### src/rtl/tlc_pkg.sv
// Shared types and constants for the 4-approach traffic phase arbiter.
package tlc_pkg;
  localparam int NUM_APPR = 4;
  localparam int APPR_W   = 2;

  typedef enum logic [1:0] {
    ALL_RED = 2'd0,
    GREEN   = 2'd1,
    AMBER   = 2'd2
  } state_e;

  function automatic logic [NUM_APPR-1:0] appr_onehot(input logic [APPR_W-1:0] idx);
    appr_onehot      = '0;
    appr_onehot[idx] = 1'b1;
  endfunction
endpackage

### src/rtl/tlc_rr_pick.sv
// Rotate-priority picker: first set request strictly after ptr, wrapping around.
module tlc_rr_pick
  import tlc_pkg::*;
#(
  parameter int N = NUM_APPR,
  parameter int W = $clog2(N)
) (
  input  logic [N-1:0] req,
  input  logic [W-1:0] ptr,
  output logic [W-1:0] winner,
  output logic         any
);

  // Scan from farthest to nearest so the nearest set bit after ptr wins.
  always_comb begin
    winner = '0;
    any    = 1'b0;
    for (int i = N; i >= 1; i--) begin
      if (req[(int'(ptr) + i) % N]) begin
        winner = W'((int'(ptr) + i) % N);
        any    = 1'b1;
      end
    end
  end

endmodule

### src/rtl/tlc_phase_arbiter.sv
// Round-robin GREEN -> AMBER -> ALL_RED phase scheduler with min/max green,
// gap-out and emergency preemption. Lamps are registered from next-state.
//
//   state   | meaning
//   ALL_RED | clearance; all lamps red, arbitration at clearance end
//   GREEN   | approach cur has right-of-way
//   AMBER   | approach cur clearing, fixed duration
module tlc_phase_arbiter
  import tlc_pkg::*;
#(
  parameter int MIN_GREEN  = 4,
  parameter int MAX_GREEN  = 10,
  parameter int AMBER_TIME = 3,
  parameter int CLEAR_TIME = 2,
  parameter int CNT_W      = 8
) (
  input  logic                clkdiv,
  input  logic                rst_n,
  input  logic [NUM_APPR-1:0] t,
  input  logic                emg,
  input  logic [APPR_W-1:0]   emg_dir,
  output logic [NUM_APPR-1:0] R,
  output logic [NUM_APPR-1:0] G,
  output logic [NUM_APPR-1:0] O,
  output logic [APPR_W-1:0]   phase,
  output logic                phase_valid
);

  state_e              state_q, state_d;
  logic [CNT_W-1:0]    count_q, count_d;
  logic [APPR_W-1:0]   cur_q, cur_d;
  logic [APPR_W-1:0]   ptr_q, ptr_d;
  logic [NUM_APPR-1:0] lamp_r_q, lamp_r_d;
  logic [NUM_APPR-1:0] lamp_g_q, lamp_g_d;
  logic [NUM_APPR-1:0] lamp_o_q, lamp_o_d;
  logic [APPR_W-1:0]   phase_q, phase_d;
  logic                pv_q, pv_d;

  logic [APPR_W-1:0]   winner;
  logic                any_req;
  logic [NUM_APPR-1:0] cur_oh, nxt_oh;
  logic                competing, min_done, max_done, clear_done, amber_done;

  tlc_rr_pick #(.N(NUM_APPR), .W(APPR_W)) u_pick (
    .req    (t),
    .ptr    (ptr_q),
    .winner (winner),
    .any    (any_req)
  );

  always_comb begin
    state_d    = state_q;
    cur_d      = cur_q;
    ptr_d      = ptr_q;
    cur_oh     = appr_onehot(cur_q);
    competing  = |(t & ~cur_oh);
    min_done   = count_q >= CNT_W'(MIN_GREEN - 1);
    max_done   = count_q >= CNT_W'(MAX_GREEN - 1);
    clear_done = count_q >= CNT_W'(CLEAR_TIME - 1);
    amber_done = count_q == CNT_W'(AMBER_TIME - 1);

    case (state_q)
      ALL_RED: begin
        // Preemption grants emg_dir without disturbing round-robin fairness.
        if (clear_done) begin
          if (emg) begin
            state_d = GREEN;
            cur_d   = emg_dir;
          end else if (any_req) begin
            state_d = GREEN;
            cur_d   = winner;
            ptr_d   = winner;
          end
        end
      end
      GREEN: begin
        if (emg) begin
          if (emg_dir != cur_q) state_d = AMBER;
        end else if (min_done && competing && (!t[cur_q] || max_done)) begin
          state_d = AMBER;
        end
      end
      AMBER: begin
        if (amber_done) state_d = ALL_RED;
      end
      default: state_d = ALL_RED;
    endcase

    if (state_d != state_q)  count_d = '0;
    else if (count_q != '1)  count_d = count_q + CNT_W'(1);
    else                     count_d = count_q;

    nxt_oh   = appr_onehot(cur_d);
    lamp_r_d = '1;
    lamp_g_d = '0;
    lamp_o_d = '0;
    pv_d     = 1'b0;
    phase_d  = cur_d;
    case (state_d)
      GREEN: begin
        lamp_g_d = nxt_oh;
        lamp_r_d = ~nxt_oh;
        pv_d     = 1'b1;
      end
      AMBER: begin
        lamp_o_d = nxt_oh;
        lamp_r_d = ~nxt_oh;
        pv_d     = 1'b1;
      end
      default: ;
    endcase
  end

  always_ff @(posedge clkdiv or negedge rst_n) begin
    if (!rst_n) begin
      state_q  <= ALL_RED;
      count_q  <= '0;
      cur_q    <= '0;
      ptr_q    <= APPR_W'(NUM_APPR - 1);
      lamp_r_q <= '1;
      lamp_g_q <= '0;
      lamp_o_q <= '0;
      phase_q  <= '0;
      pv_q     <= 1'b0;
    end else begin
      state_q  <= state_d;
      count_q  <= count_d;
      cur_q    <= cur_d;
      ptr_q    <= ptr_d;
      lamp_r_q <= lamp_r_d;
      lamp_g_q <= lamp_g_d;
      lamp_o_q <= lamp_o_d;
      phase_q  <= phase_d;
      pv_q     <= pv_d;
    end
  end

  assign R           = lamp_r_q;
  assign G           = lamp_g_q;
  assign O           = lamp_o_q;
  assign phase       = phase_q;
  assign phase_valid = pv_q;

endmodule
### config.mk
export PLATFORM = sky130hd
export DESIGN_NAME = tlc_phase_arbiter
export DESIGN_NICKNAME = d
export VERILOG_FILES = /design/src/rtl/tlc_pkg.sv /design/src/rtl/tlc_rr_pick.sv /design/src/rtl/tlc_phase_arbiter.sv
export SDC_FILE = /design/constraint.sdc
export NUM_CORES = 1
export LEC_CHECK = 0
export ABC_CLOCK_PERIOD_IN_PS = 2640
export BUFFER_PORTS_ARGS = -buffer_cell sky130_fd_sc_hd__buf_2
export CORE_UTILIZATION = 45
export DETAILED_ROUTE_END_ITERATION = 8
export PLACE_DENSITY = 0.74
export REMOVE_ABC_BUFFERS = 1
export SLEW_MARGIN = 20
export SYNTH_ARGS = -nofsm -noshare
export SYNTH_HDL_FRONTEND = slang
export SYNTH_SLANG_ARGS = --single-unit
export TNS_END_PERCENT = 50
### constraint.sdc
create_clock -name clkdiv -period 2.64 [get_ports clkdiv]
set_clock_uncertainty 0.15 [all_clocks]
set_input_delay 0.264 -clock clkdiv [delete_from_list [all_inputs] [get_ports clkdiv]]
set_output_delay 0.264 -clock clkdiv [all_outputs]
set_load 0.005 [all_outputs]
Yosys cells after proc, flatten, opt, wreduce, memory -nomap -nowiden
Cells that the tools add are included.
{ "op_classes": {"magnitude_cmp": 11, "n_mux": 44, "n_reduce_logical": 15, "n_eq_ne": 8, "add_sub_neg": 5, "bitwise": 8} }
{ "op_table": {"columns": ["op", "n"], "rows": [
  ["$mux W2", 15],
  ["$lt A3 B4 Y1 const B", 4],
  ["$mux W1", 16],
  ["$mux W8", 2],
  ["$mux W4", 3],
  ["$bmux W1 S2", 5],
  ["$reduce_or A2 Y1", 5],
  ["$add A8 B1 Y8 const B", 1],
  ["$eq A8 B2 Y1 const B", 1],
  ["$ge A8 B1 Y1 const B", 1],
  ["$ge A8 B2 Y1 const B", 1],
  ["$ge A8 B4 Y1 const B", 1],
  ["$ne A8 B8 Y1 const B", 1],
  ["$not A4 Y4", 2],
  ["$lt A2 B3 Y1 const B", 2],
  ["$pmux W2 S3", 1],
  ["$add A2 B1 Y2 const B", 2],
  ["$add A2 B2 Y2 const B", 2],
  ["$and A1 B1 Y1 const A", 4],
  ["$and A4 B4 Y4", 1],
  ["$demux W1 S2", 2],
  ["$eq A2 B1 Y1 const B", 2],
  ["$eq A2 B2 Y1 const B", 2],
  ["$ge A2 B1 Y1 const B", 2],
  ["9 further kinds", 13]
]} }
{ "word_totals": {"regBits": 27, "in_bits": 9, "wordCells": 99, "output_inout_bits": 15} }

Depth between registers and ports, before layout
{ "depth": {"word_depth": 20, "ltp_mapped": 10, "mapped_depth_nobuf": 10} }

Cells and area by module
Synthesis repeated with hierarchy kept, for this count alone.
{ "hier_totals": {"hier_cells": 146, "hier_area_um2": 1544.0} }
{ "by_module_without_submodules": {"columns": ["module", "n_inst", "area_per_inst_um2", "seq_area_each_um2", "cells_each"], "rows": [
  ["tlc_phase_arbiter", 1, 1452.6, 683.2, 132],
  ["tlc_rr_pick", 1, 91.3, 0.0, 14]
]} }

Worst setup path after synthesis
No wires, ideal clock.
{ "synth_path": {"path_type": "register -> register", "from": "reg phase[0] (netlist name)", "to": "reg lamp_r_q[3], in the netlist R[3]", "period_less_slack_ns": 2.528, "path_buffers": 1, "setup_slack_ns": 0.112, "stages_incl_launch_ff": 9, "t_arrival_ns": 2.290, "required_time_ns": 2.402, "setup_ns": 0.088, "path_cell_list": "dfrtp_1 > buf_6 > mux4_2 > o221ai_2 > o211ai_2 > and2_4 > o22ai_1 > ha_1 > or3_1"} }
{ "synth_rtl": {"columns": ["item", "line", "rtl"], "rows": [
  ["end signal: assignment", "tlc_phase_arbiter.sv:130", "lamp_r_q <= lamp_r_d;"],
  ["end: declaration", "tlc_phase_arbiter.sv:33", "logic [NUM_APPR-1:0] lamp_r_q, lamp_r_d;"]
]} }

==> flow_metrics.env <==
export IMPL_setup_viol=0
export IMPL_hold_viol=0
export IMPL_post_place_cells=220
export IMPL_h_tree_depth=1
export IMPL_clockBufferDepth=2
export IMPL_dieArea_mm2=0.00383
export IMPL_p_total_mw=1.82
export IMPL_arrival_ps=2630
export IMPL_place_area_mm2=0.00176
export IMPL_synth_area_leaders="dfrtp_1, dfstp_2, ha_1, nor2_1, a21oi_1"
export IMPL_fmax_mhz=395
export IMPL_drc_errors=0
export IMPL_die_h_um=61.9
export IMPL_syn_to_final_growth_pct=13.9
export IMPL_worst_pin_slew_ps=574
export IMPL_synthesis_area_mm2=0.00162
export IMPL_fin_crit_sh=0.959
export IMPL_root_buffer="clkbuf_4"
export IMPL_status="finished clean"
export IMPL_antenna_diode_count=0
export IMPL_initial_utilization=0.477
export IMPL_yosysTopAreaCell="dfrtp_1"
export IMPL_crit_slowest_cell="mux4_2"
export IMPL_wl_per_cell_um=13.4
export IMPL_rsz0062_at_grt="false"
export IMPL_grt_remaining_overflow=0
export IMPL_dp_hpwl_um=2380
export IMPL_fin_crit_ps=2530
export IMPL_io_pins=24
export IMPL_grt_pass1_vias=1124
export IMPL_drive_gt1_frac=0.324
export IMPL_design_core_area_mm2=0.00339
export IMPL_synthCells=154
export IMPL_totalWireLength_um=3050
export IMPL_grt_max_degree=28
export IMPL_clkSlewWorstSetupHoldPaths_ps=150
export IMPL_hold_class="primary input to flip-flop"
export IMPL_fin_ws_ps=108
export IMPL_cp_required_ps=2740
export IMPL_critical_path_class="flip-flop to flip-flop"
export IMPL_max_stage_delay_ps=530
export IMPL_first_iter_violations=68
export IMPL_max_cap_viol_count=0
export IMPL_nets=198
export IMPL_cts_sinks=27
export IMPL_num_rows=21
export IMPL_synth_edf_count=0
export IMPL_die_w_um=61.9
export IMPL_synth_seq_cells=27
export IMPL_setup_tns_ps=0
export IMPL_io_buffers=23
export IMPL_numCtsBuffers=3
export IMPL_slew_headroom=0.618
export IMPL_worstHoldPathCells=3
export IMPL_reg2regPathDepth=7
export IMPL_ys_seq_area_frac=0.423
export IMPL_synth_top_area_frac=0.325
export IMPL_cp_cell_sequence="mux4_2, o221ai_2, o211ai_2, and2_4, o22ai_2, ha_1, or3_1"
export IMPL_ys_async_sr_fraction=1.00
export IMPL_synth_distinct_cells=55
export IMPL_yosysWarningCount=0
export IMPL_via_per_inst=5.56
export IMPL_avgSynthCellArea_um2=10.5
export IMPL_grt_pass1_wl_um=5080
export IMPL_antenna_found_initial=0
export IMPL_vias=1267
export IMPL_worst_path_max_fanout=4
export IMPL_p_leak_nw=0.804
export IMPL_cellPowerDensity_mw_per_mm2=991
export IMPL_final_antenna_net_count=0
export IMPL_endpoint_kind="flip-flop"
export IMPL_fin_cells=228
export IMPL_ys_flop_type="dfrtp_1"
export IMPL_pre_cts_ws_ps=-4.53
export IMPL_tritoncts="built"
export IMPL_final_cell_area_mm2=0.00184
export IMPL_dr_pass1_iters=4
export IMPL_ir_drop_v=0.000579
export IMPL_startpoint_type="flip-flop"
export IMPL_clock_latency_ps=320
export IMPL_grt_usage=0.180
export IMPL_drv_slew=0
export IMPL_place_congestion=0.891
==> worst max-delay path, delay by kind of cell, from the launching register on <==
kind,cells,cell delay (ps)
and+or+nand+nor,2,570
DFF,1,420
muxes,1,530
adders and majority gates,1,290
AOI/OAI and AO/OA,3,490
==> flip-flops by register name (all words and copies together) (netlist names) <==
register / flops
ptr_q: 2
R: 4
phase: 2
count_q: 8
O: 4
state_q: 2
G: 4
phase_valid: 1
==> cells in the final DEF, fill, tap and decap left out, drive strengths merged, types with 7 or more instances in the layout <==
| cell | count |
|---|---|
| inv | 7 |
| nor2 | 14 |
| buf | 28 |
| and2 | 7 |
| a21oi | 9 |
| nand2 | 8 |
| dfrtp | 21 |
==> layout make-up <==
| class | count | area [um2] |
|---|---|---|
| Multi-Input combinational cell | 115 | 878 |
| Sequential cell | 27 | 684 |
| Clock buffer | 3 | 22.5 |
| Timing Repair Buffer | 29 | 163 |
| Clock inverter | 1 | 7.51 |
| Fill cell | 298 | 1550 |
| Tap cell | 46 | 57.6 |
| Inverter | 7 | 26.3 |
==> power by group <==
group | switching, mW | leakage, nW | total (mW) | internal, mW
Combinational | 0.511 | 0.449 | 0.972 | 0.461
Clock | 0.120 | 0.0139 | 0.178 | 0.0578
Sequential | 0.107 | 0.340 | 0.672 | 0.565
Total | 0.738 | 0.804 | 1.82 | 1.08
==> cell usage after synthesis (2+ instances only) <==
cell	number
a21oi_1	8
and2_1	5
and3_1	3
buf_6	2
dfrtp_1	21
dfstp_2	6
ha_1	6
inv_1	7
mux2_2	2
nand2_1	7
nand2b_1	6
nand3_1	2
nand4_1	3
nor2_1	14
nor2b_1	4
nor3_1	6
nor3b_1	5
o21ai_0	2
o21bai_1	2
or2_1	2
or3_1	3
xnor2_1	3
xor2_1	3
==> worst paths after layout <==
path	startpoint	to	slack [ps]
min reg2reg	ptr_q[0]	ptr_q[0]	360
max in group asynchronous	rst_n	count_q[0]	1640
min in group asynchronous	rst_n	count_q[6]	300
max reg2reg	phase[0]	R[1]	110
max	phase[0]	R[1]	110
min	emg_dir[1]	phase[1]	180
==> metal layers <==
layer / vias up / track usage / share of wire
met1: 604 / 0.244 / 0.43
met3: 6 / 0.0476 / 0.059
met5: - / 0 / 0
li1: 606 / - / -
met4: 0 / 0.0413 / 0.016
met2: 51 / 0.289 / 0.49
==> through the flow <==
stage / util / hold WS [ps]
after floorplan: - / -182
after global placement: 0.520 / 142
after detailed placement: 0.520 / 142
after CTS: 0.536 / 170
after global routing: 0.543 / 174
final: 0.543 / 184
==> cells by family (layout without fill, tap and decap cells) <==
group / count (synthesis) / in the layout / share of synthesized area
AOI/OAI and AO/OA: 30 / 30 / 0.164
xor gates and xnor gates: 6 / 6 / 0.0325
adders and majority gates: 6 / 6 / 0.0465
DFF: 27 / 27 / 0.423
muxes: 6 / 6 / 0.0519
buffers and inverters: 12 / 40 / 0.0403
and+or+nand+nor: 67 / 67 / 0.242
==> what timing repair did <==
action | 4_1_cts | 5_1_grt
gates resized for setup | 1 | 2
buffers inserted | 1 | 2
endpoints found under the setup margin | 2 | 2
pin swaps | 0 | 1
hold buffers | 1 | 0
hold endpoints to repair | 21 | 0
Note: power is estimated with default switching activity, not from simulation.
